$ cat config.mk
export PLATFORM = sky130hd
export DESIGN_NAME = cw_datapath_flat
export DESIGN_NICKNAME = d
export VERILOG_FILES = /design/src/rtl/cw_datapath_if.sv /design/src/rtl/cw_datapath.sv /design/src/flat_wrapper.sv
export SDC_FILE = /design/constraint.sdc
export NUM_CORES = 1
export LEC_CHECK = 0
export CAP_MARGIN = 20
export CORE_MARGIN = 5
export CORE_UTILIZATION = 45
export CTS_BUF_LIST = sky130_fd_sc_hd__clkbuf_2 sky130_fd_sc_hd__clkbuf_4 sky130_fd_sc_hd__clkbuf_8
export CTS_CLUSTER_DIAMETER = 30
export CTS_CLUSTER_SIZE = 20
export DETAILED_ROUTE_END_ITERATION = 10
export DONT_BUFFER_PORTS = 1
export GPL_ROUTABILITY_DRIVEN = 0
export GPL_TIMING_DRIVEN = 0
export HOLD_SLACK_MARGIN = 0.03
export SYNTH_ARGS = -nofsm -noshare
export SYNTH_HDL_FRONTEND = slang
export SYNTH_SLANG_ARGS = --single-unit
export TNS_END_PERCENT = 30
$ cat constraint.sdc
create_clock -name clk -period 6.55 [get_ports clk]
set_clock_uncertainty 0.05 [all_clocks]
set_input_delay 1.31 -clock clk [delete_from_list [all_inputs] [get_ports clk]]
set_output_delay 1.31 -clock clk [all_outputs]
set_load 0.01 [all_outputs]
$ cat src/rtl/cw_datapath_if.sv
// Control-word bus between the lab top level and cw_datapath.
// The master builds and strobes words; the slave executes them and reports status.
interface cw_datapath_if #(
    parameter int WIDTH = 8
);
    logic [15:0]      control_word;
    logic             cw_valid;
    logic [WIDTH-1:0] Data_in;
    logic [WIDTH-1:0] constant_in;
    logic [WIDTH-1:0] Data_out;
    logic [WIDTH-1:0] Address_out;
    logic             done;
    logic             V;
    logic             C;
    logic             N;
    logic             Z;

    modport master (
        output control_word, cw_valid, Data_in, constant_in,
        input  Data_out, Address_out, done, V, C, N, Z
    );

    modport slave (
        input  control_word, cw_valid, Data_in, constant_in,
        output Data_out, Address_out, done, V, C, N, Z
    );
endinterface

$ cat src/rtl/cw_datapath.sv
// Register file, function unit and bus muxes executing one control word per strobe.
// Define CW_DATAPATH_SHIFT_EN to give FS 1101/1110 a one-bit shifter on B.
module cw_datapath #(
    parameter int WIDTH = 8,
    parameter int NREG  = 8
) (
    input logic         clk,
    input logic         reset,
    cw_datapath_if.slave bus
);
    logic [2:0] da;
    logic [2:0] aa;
    logic [2:0] ba;
    logic       mb;
    logic [3:0] fs;
    logic       md;
    logic       rw;

    assign {da, aa, ba, mb, fs, md, rw} = bus.control_word;

    logic [WIDTH-1:0] rf [NREG];

    logic [WIDTH-1:0] a_bus;
    logic [WIDTH-1:0] b_bus;
    logic [WIDTH-1:0] d_bus;
    logic [WIDTH-1:0] f;
    logic [WIDTH-1:0] y;
    logic [WIDTH:0]   sum;
    logic             cin;
    logic             arith;
    logic             fc;
    logic             fv;

    assign a_bus = rf[aa];
    assign b_bus = mb ? bus.constant_in : rf[ba];

    // All arithmetic codes share one adder: A + y + cin.
    always_comb begin
        y     = '0;
        cin   = 1'b0;
        arith = 1'b1;
        unique case (fs)
            4'b0001: cin = 1'b1;
            4'b0010: y = b_bus;
            4'b0011: begin
                y   = b_bus;
                cin = 1'b1;
            end
            4'b0100: y = ~b_bus;
            4'b0101: begin
                y   = ~b_bus;
                cin = 1'b1;
            end
            4'b0110: y = '1;
            default: arith = 1'b0;
        endcase
    end

    assign sum = {1'b0, a_bus} + {1'b0, y} + {{WIDTH{1'b0}}, cin};

    always_comb begin
        f  = a_bus;
        fc = 1'b0;
        fv = 1'b0;
        if (arith) begin
            f  = sum[WIDTH-1:0];
            fc = sum[WIDTH];
            fv = (a_bus[WIDTH-1] == y[WIDTH-1])
               && (sum[WIDTH-1] != a_bus[WIDTH-1]);
        end else begin
            unique case (fs)
                4'b1000: f = a_bus & b_bus;
                4'b1001: f = a_bus | b_bus;
                4'b1010: f = a_bus ^ b_bus;
                4'b1011: f = ~a_bus;
                4'b1100: f = b_bus;
`ifdef CW_DATAPATH_SHIFT_EN
                4'b1101: begin
                    f  = {1'b0, b_bus[WIDTH-1:1]};
                    fc = b_bus[0];
                end
                4'b1110: begin
                    f  = {b_bus[WIDTH-2:0], 1'b0};
                    fc = b_bus[WIDTH-1];
                end
`else
                4'b1101: f = b_bus;
                4'b1110: f = b_bus;
`endif
                default: f = a_bus;
            endcase
        end
    end

    assign d_bus = md ? bus.Data_in : f;

    always_ff @(posedge clk) begin
        if (reset) begin
            for (int i = 0; i < NREG; i++) begin
                rf[i] <= '0;
            end
            bus.Data_out    <= '0;
            bus.Address_out <= '0;
            bus.done        <= 1'b0;
            bus.V           <= 1'b0;
            bus.C           <= 1'b0;
            bus.N           <= 1'b0;
            bus.Z           <= 1'b0;
        end else if (bus.cw_valid) begin
            if (rw) begin
                rf[da] <= d_bus;
            end
            bus.Data_out    <= d_bus;
            bus.Address_out <= a_bus;
            bus.done        <= 1'b1;
            // External loads leave the status of the last F untouched.
            if (!md) begin
                bus.V <= fv;
                bus.C <= fc;
                bus.N <= f[WIDTH-1];
                bus.Z <= (f == '0);
            end
        end else begin
            bus.done <= 1'b0;
        end
    end
endmodule

$ cat src/flat_wrapper.sv
// flat-port wrapper written by rule: the top's interface ports become plain ports
module cw_datapath_flat 
#(
    parameter int WIDTH = 8,
    parameter int NREG  = 8
)
  (clk, reset, bus_control_word, bus_cw_valid, bus_Data_in, bus_constant_in, bus_Data_out, bus_Address_out, bus_done, bus_V, bus_C, bus_N, bus_Z);
  cw_datapath_if #(.WIDTH(WIDTH)) bus_i ();
  input logic clk;
  input logic reset;
  input wire logic [$bits(bus_i.control_word)-1:0] bus_control_word;
  input wire logic [$bits(bus_i.cw_valid)-1:0] bus_cw_valid;
  input wire logic [$bits(bus_i.Data_in)-1:0] bus_Data_in;
  input wire logic [$bits(bus_i.constant_in)-1:0] bus_constant_in;
  output wire logic [$bits(bus_i.Data_out)-1:0] bus_Data_out;
  output wire logic [$bits(bus_i.Address_out)-1:0] bus_Address_out;
  output wire logic [$bits(bus_i.done)-1:0] bus_done;
  output wire logic [$bits(bus_i.V)-1:0] bus_V;
  output wire logic [$bits(bus_i.C)-1:0] bus_C;
  output wire logic [$bits(bus_i.N)-1:0] bus_N;
  output wire logic [$bits(bus_i.Z)-1:0] bus_Z;
  assign bus_i.control_word = bus_control_word;
  assign bus_i.cw_valid = bus_cw_valid;
  assign bus_i.Data_in = bus_Data_in;
  assign bus_i.constant_in = bus_constant_in;
  assign bus_Data_out = bus_i.Data_out;
  assign bus_Address_out = bus_i.Address_out;
  assign bus_done = bus_i.done;
  assign bus_V = bus_i.V;
  assign bus_C = bus_i.C;
  assign bus_N = bus_i.N;
  assign bus_Z = bus_i.Z;
  cw_datapath #(.WIDTH(WIDTH), .NREG(NREG)) u_core (.clk(clk), .reset(reset), .bus(bus_i));
endmodule
==> summary.md <==
| Metric | Value |
|---|---|
| Die area | 0.01463 mm2 |
| Wire per inst | 23.83 um |
| Setup violators final | 0 |
| DRT iter0 DRCs | 549 |
| Critical Path Fanout Max | 10 |
| Top-Level Pins | 56 |
| Min cycle time layout | 5.626 ns |
| H-tree levels | 3 |
| Antenna Cells | 0 |
| Layout cells sized above 1 | 0.1527 |
| Post-synth net total | 568 |
| F_max | 177.8 MHz |
| Flop and latch count out of synthesis | 85 |
| Worst EP required | 6.58 ns |
| Initial Utilization | 0.4592 |
| Relative slew slack | 0.2866 |
| Post-Syn Area | 0.005539 mm2 |
| Commonest non-fill, non-tap cell in the layout | nor2_1 |
| Number of I/O port buffers | 0 |
| Die Wd | 120.9 um |
| # nets final | 579 |
| Hold Crit Class | flip-flop to flip-flop |
| Residual DRC | 0 |
| Max Cap Viol | 0 |
| Clock buffer depth | 2 |
| Post-CTS Resized | 0 |
| Mapped Avg Cell Area | 10.90 um2 |
| Power per cell area | 215.2 mW/mm2 |
| Post-synth cell types | 55 |
| Grt ovf | 0 |
| Area growth from synthesis to layout | 7.206% |
| Total GRT Usage | 0.2293 |
| Clk slew on worst S/H paths | 0.09 ns |
| CTS sink cnt | 85 |
| Post-synth top area share | 0.3470 |
| Largest cells by area after synthesis | edfxtp_1 35%, mux4_2 13%, dfxtp_1 7.6% |
| Critical path type | input port to flip-flop |
| First-pass GRT wire length | 25070 um |
| Static leakage | 2.234 nW |
| Num CTS Buffers | 9 |
| Initial antenna violation count | 0 |
| Post-CTS setup buffers | 0 |
| Status | completed |
| Critical Path End Type | flip-flop |
| CTS tree | built |
| Hold Worst Slack | 0.4719 ns |
| Via density | 6.208 |
| Clock latency on the worst-skew pair | 0.36 ns |
| Seq/Total Area, Yosys | 0.4229 |
| Ys Warns | 0 |
| Gate Count Post-Synth | 508 |
| Post-DRT Antenna Nets | 0 |
| Core area | 0.01206 mm2 |
| Footprint of the multi-input gates | 0.002954 mm2 |
| Via Count | 4296 |
| DP HPWL | 11910 um |
| Worst Setup Start Kind | input port |
| RSZ-0062 raised after global routing | no |
| Worst IR Drop VDD | 0.0002402 V |
| Total negative slack | 0 ns |
| FFs w/ async S/R, synth | 0 |
| Post-synth EDFFs | 64 |
| Actual slew at the worst max-slew pin | 1.068 ns |
| Synth area leader | edfxtp_1 |
| Fin. Hold Viols | 0 |
| Largest net degree at the start of global routing | 15 |
| Most frequent cells in the layout | 97 x nor2_1, 64 x edfxtp_1, 32 x mux4_2 |
| Worst Path Arrival | 5.66 ns |
| Fill cells | 1116 |
| Ys flop type | edfxtp_1 |
| Tcrit/Tclk final | 0.8589 |
| Die H | 120.9 um |
| Pins Over Slew Limit | 0 |
| Hold buffers post-CTS | 0 |
| Routed WL | 16490 um |
| Root buffer cell | clkbuf_8 |
| Register area | 0.002342 mm2 |
| TritonRoute pass-1 iters | 5 |
| Vias in the first global route | 4225 |
| Row cnt | 40 |
layout make-up:
class                           count  area share
Clock inverter                      7     0.01096
Inverter                           22     0.01391
Multi-Input combinational cell    368      0.4975
Clock buffer                        9     0.02086
Tap cell                          168     0.03540
Buffer                             33     0.02697
Sequential cell                    85      0.3944
worst max-delay path: stages:
cell and delay (ns):
buf_2 0.17, buf_2 0.32, mux4_2 0.35, mux2_2 0.32, mux2i_1 0.31, mux2i_1 0.23
nor2_1 0.08, fa_1 0.49, inv_1 0.10, fa_1 0.23, nor2b_1 0.08, o31a_1 0.26
o22ai_1 0.21, xor2_1 0.19, a221oi_1 0.14, mux2i_1 0.77, nor2_1 0.08
cell usage after synthesis, drive strengths merged, types with 4 or more instances:
cell and number:
a211oi 17, a21oi 10, a221oi 6, and2 5, buf 13, clkbuf 20, dfxtp 21, edfxtp 64
ha 23, inv 22, mux2 11, mux2i 25, mux4 32, nand2 20, nand2b 11, nand4 15
nor2 97, nor2b 21, nor3b 9, o211ai 4, o21ai 19
cells by family after synthesis:
kind of cell / count (synthesis) / share of synthesized area
simple gates: 194 / 0.1687
flops: 85 / 0.4229
compound gates: 76 / 0.09713
mux: 68 / 0.2004
buf+inv: 55 / 0.04382
fa+ha+maj: 25 / 0.05918
xor+xnor: 5 / 0.007907
power by group:
| part | internal, mW | switching (mW) |
|---|---|---|
| Combinational | 0.112 | 0.178 |
| Clock | 0.174 | 0.191 |
| Sequential | 0.603 | 0.0190 |
state kept, by name, summed over array words and instances, names as in the netlist:
register	cells
u_core.rf	64
u_core.bus.Address_out	8
u_core.bus.Data_out	8
u_core.bus.C	1
u_core.bus.N	1
u_core.bus.V	1
u_core.bus.Z	1
u_core.bus.done	1
per-stage QoR:
| stage | utilization | setup WS, ns | std cells | instance area, um2 | total power [mW] |
|---|---|---|---|---|---|
| floorplan | - | 1.490 | 508 | 5539 | 0.8352 |
| global placement | 0.4767 | 0.6207 | 676 | 5749 | 0.9146 |
| detailed placement | 0.4767 | 0.5275 | 676 | 5749 | 0.9203 |
| CTS | 0.4923 | 0.9011 | 692 | 5938 | 1.277 |
| global route | 0.4923 | 0.6488 | 692 | 5938 | 1.332 |
| finish | 0.4923 | 0.9242 | 692 | 5938 | 1.278 |
final timing paths:
path                                     startpoint         endpoint  slack, ns  cells after the start
worst max register to register      u_core.rf[7][0]  u_core.rf[2][6]       1.85                     15
worst max-delay path            bus_control_word[8]  u_core.rf[2][6]       0.92                     17
worst min register to register         u_core.bus.C     u_core.bus.C       0.47                      2
worst min-delay path                   u_core.bus.C     u_core.bus.C       0.47                      2
metal layers:
metal	up-vias	GRT usage	part of all wire	wire [um]
li1	1911	-	-	-
met1	2145	0.3134	0.41	6774
met2	212	0.3748	0.49	8118
met3	28	0.03683	0.075	1230
met4	0	0.07224	0.022	364
met5	-	0	0	0
Note: power is estimated with default switching activity, not from simulation.
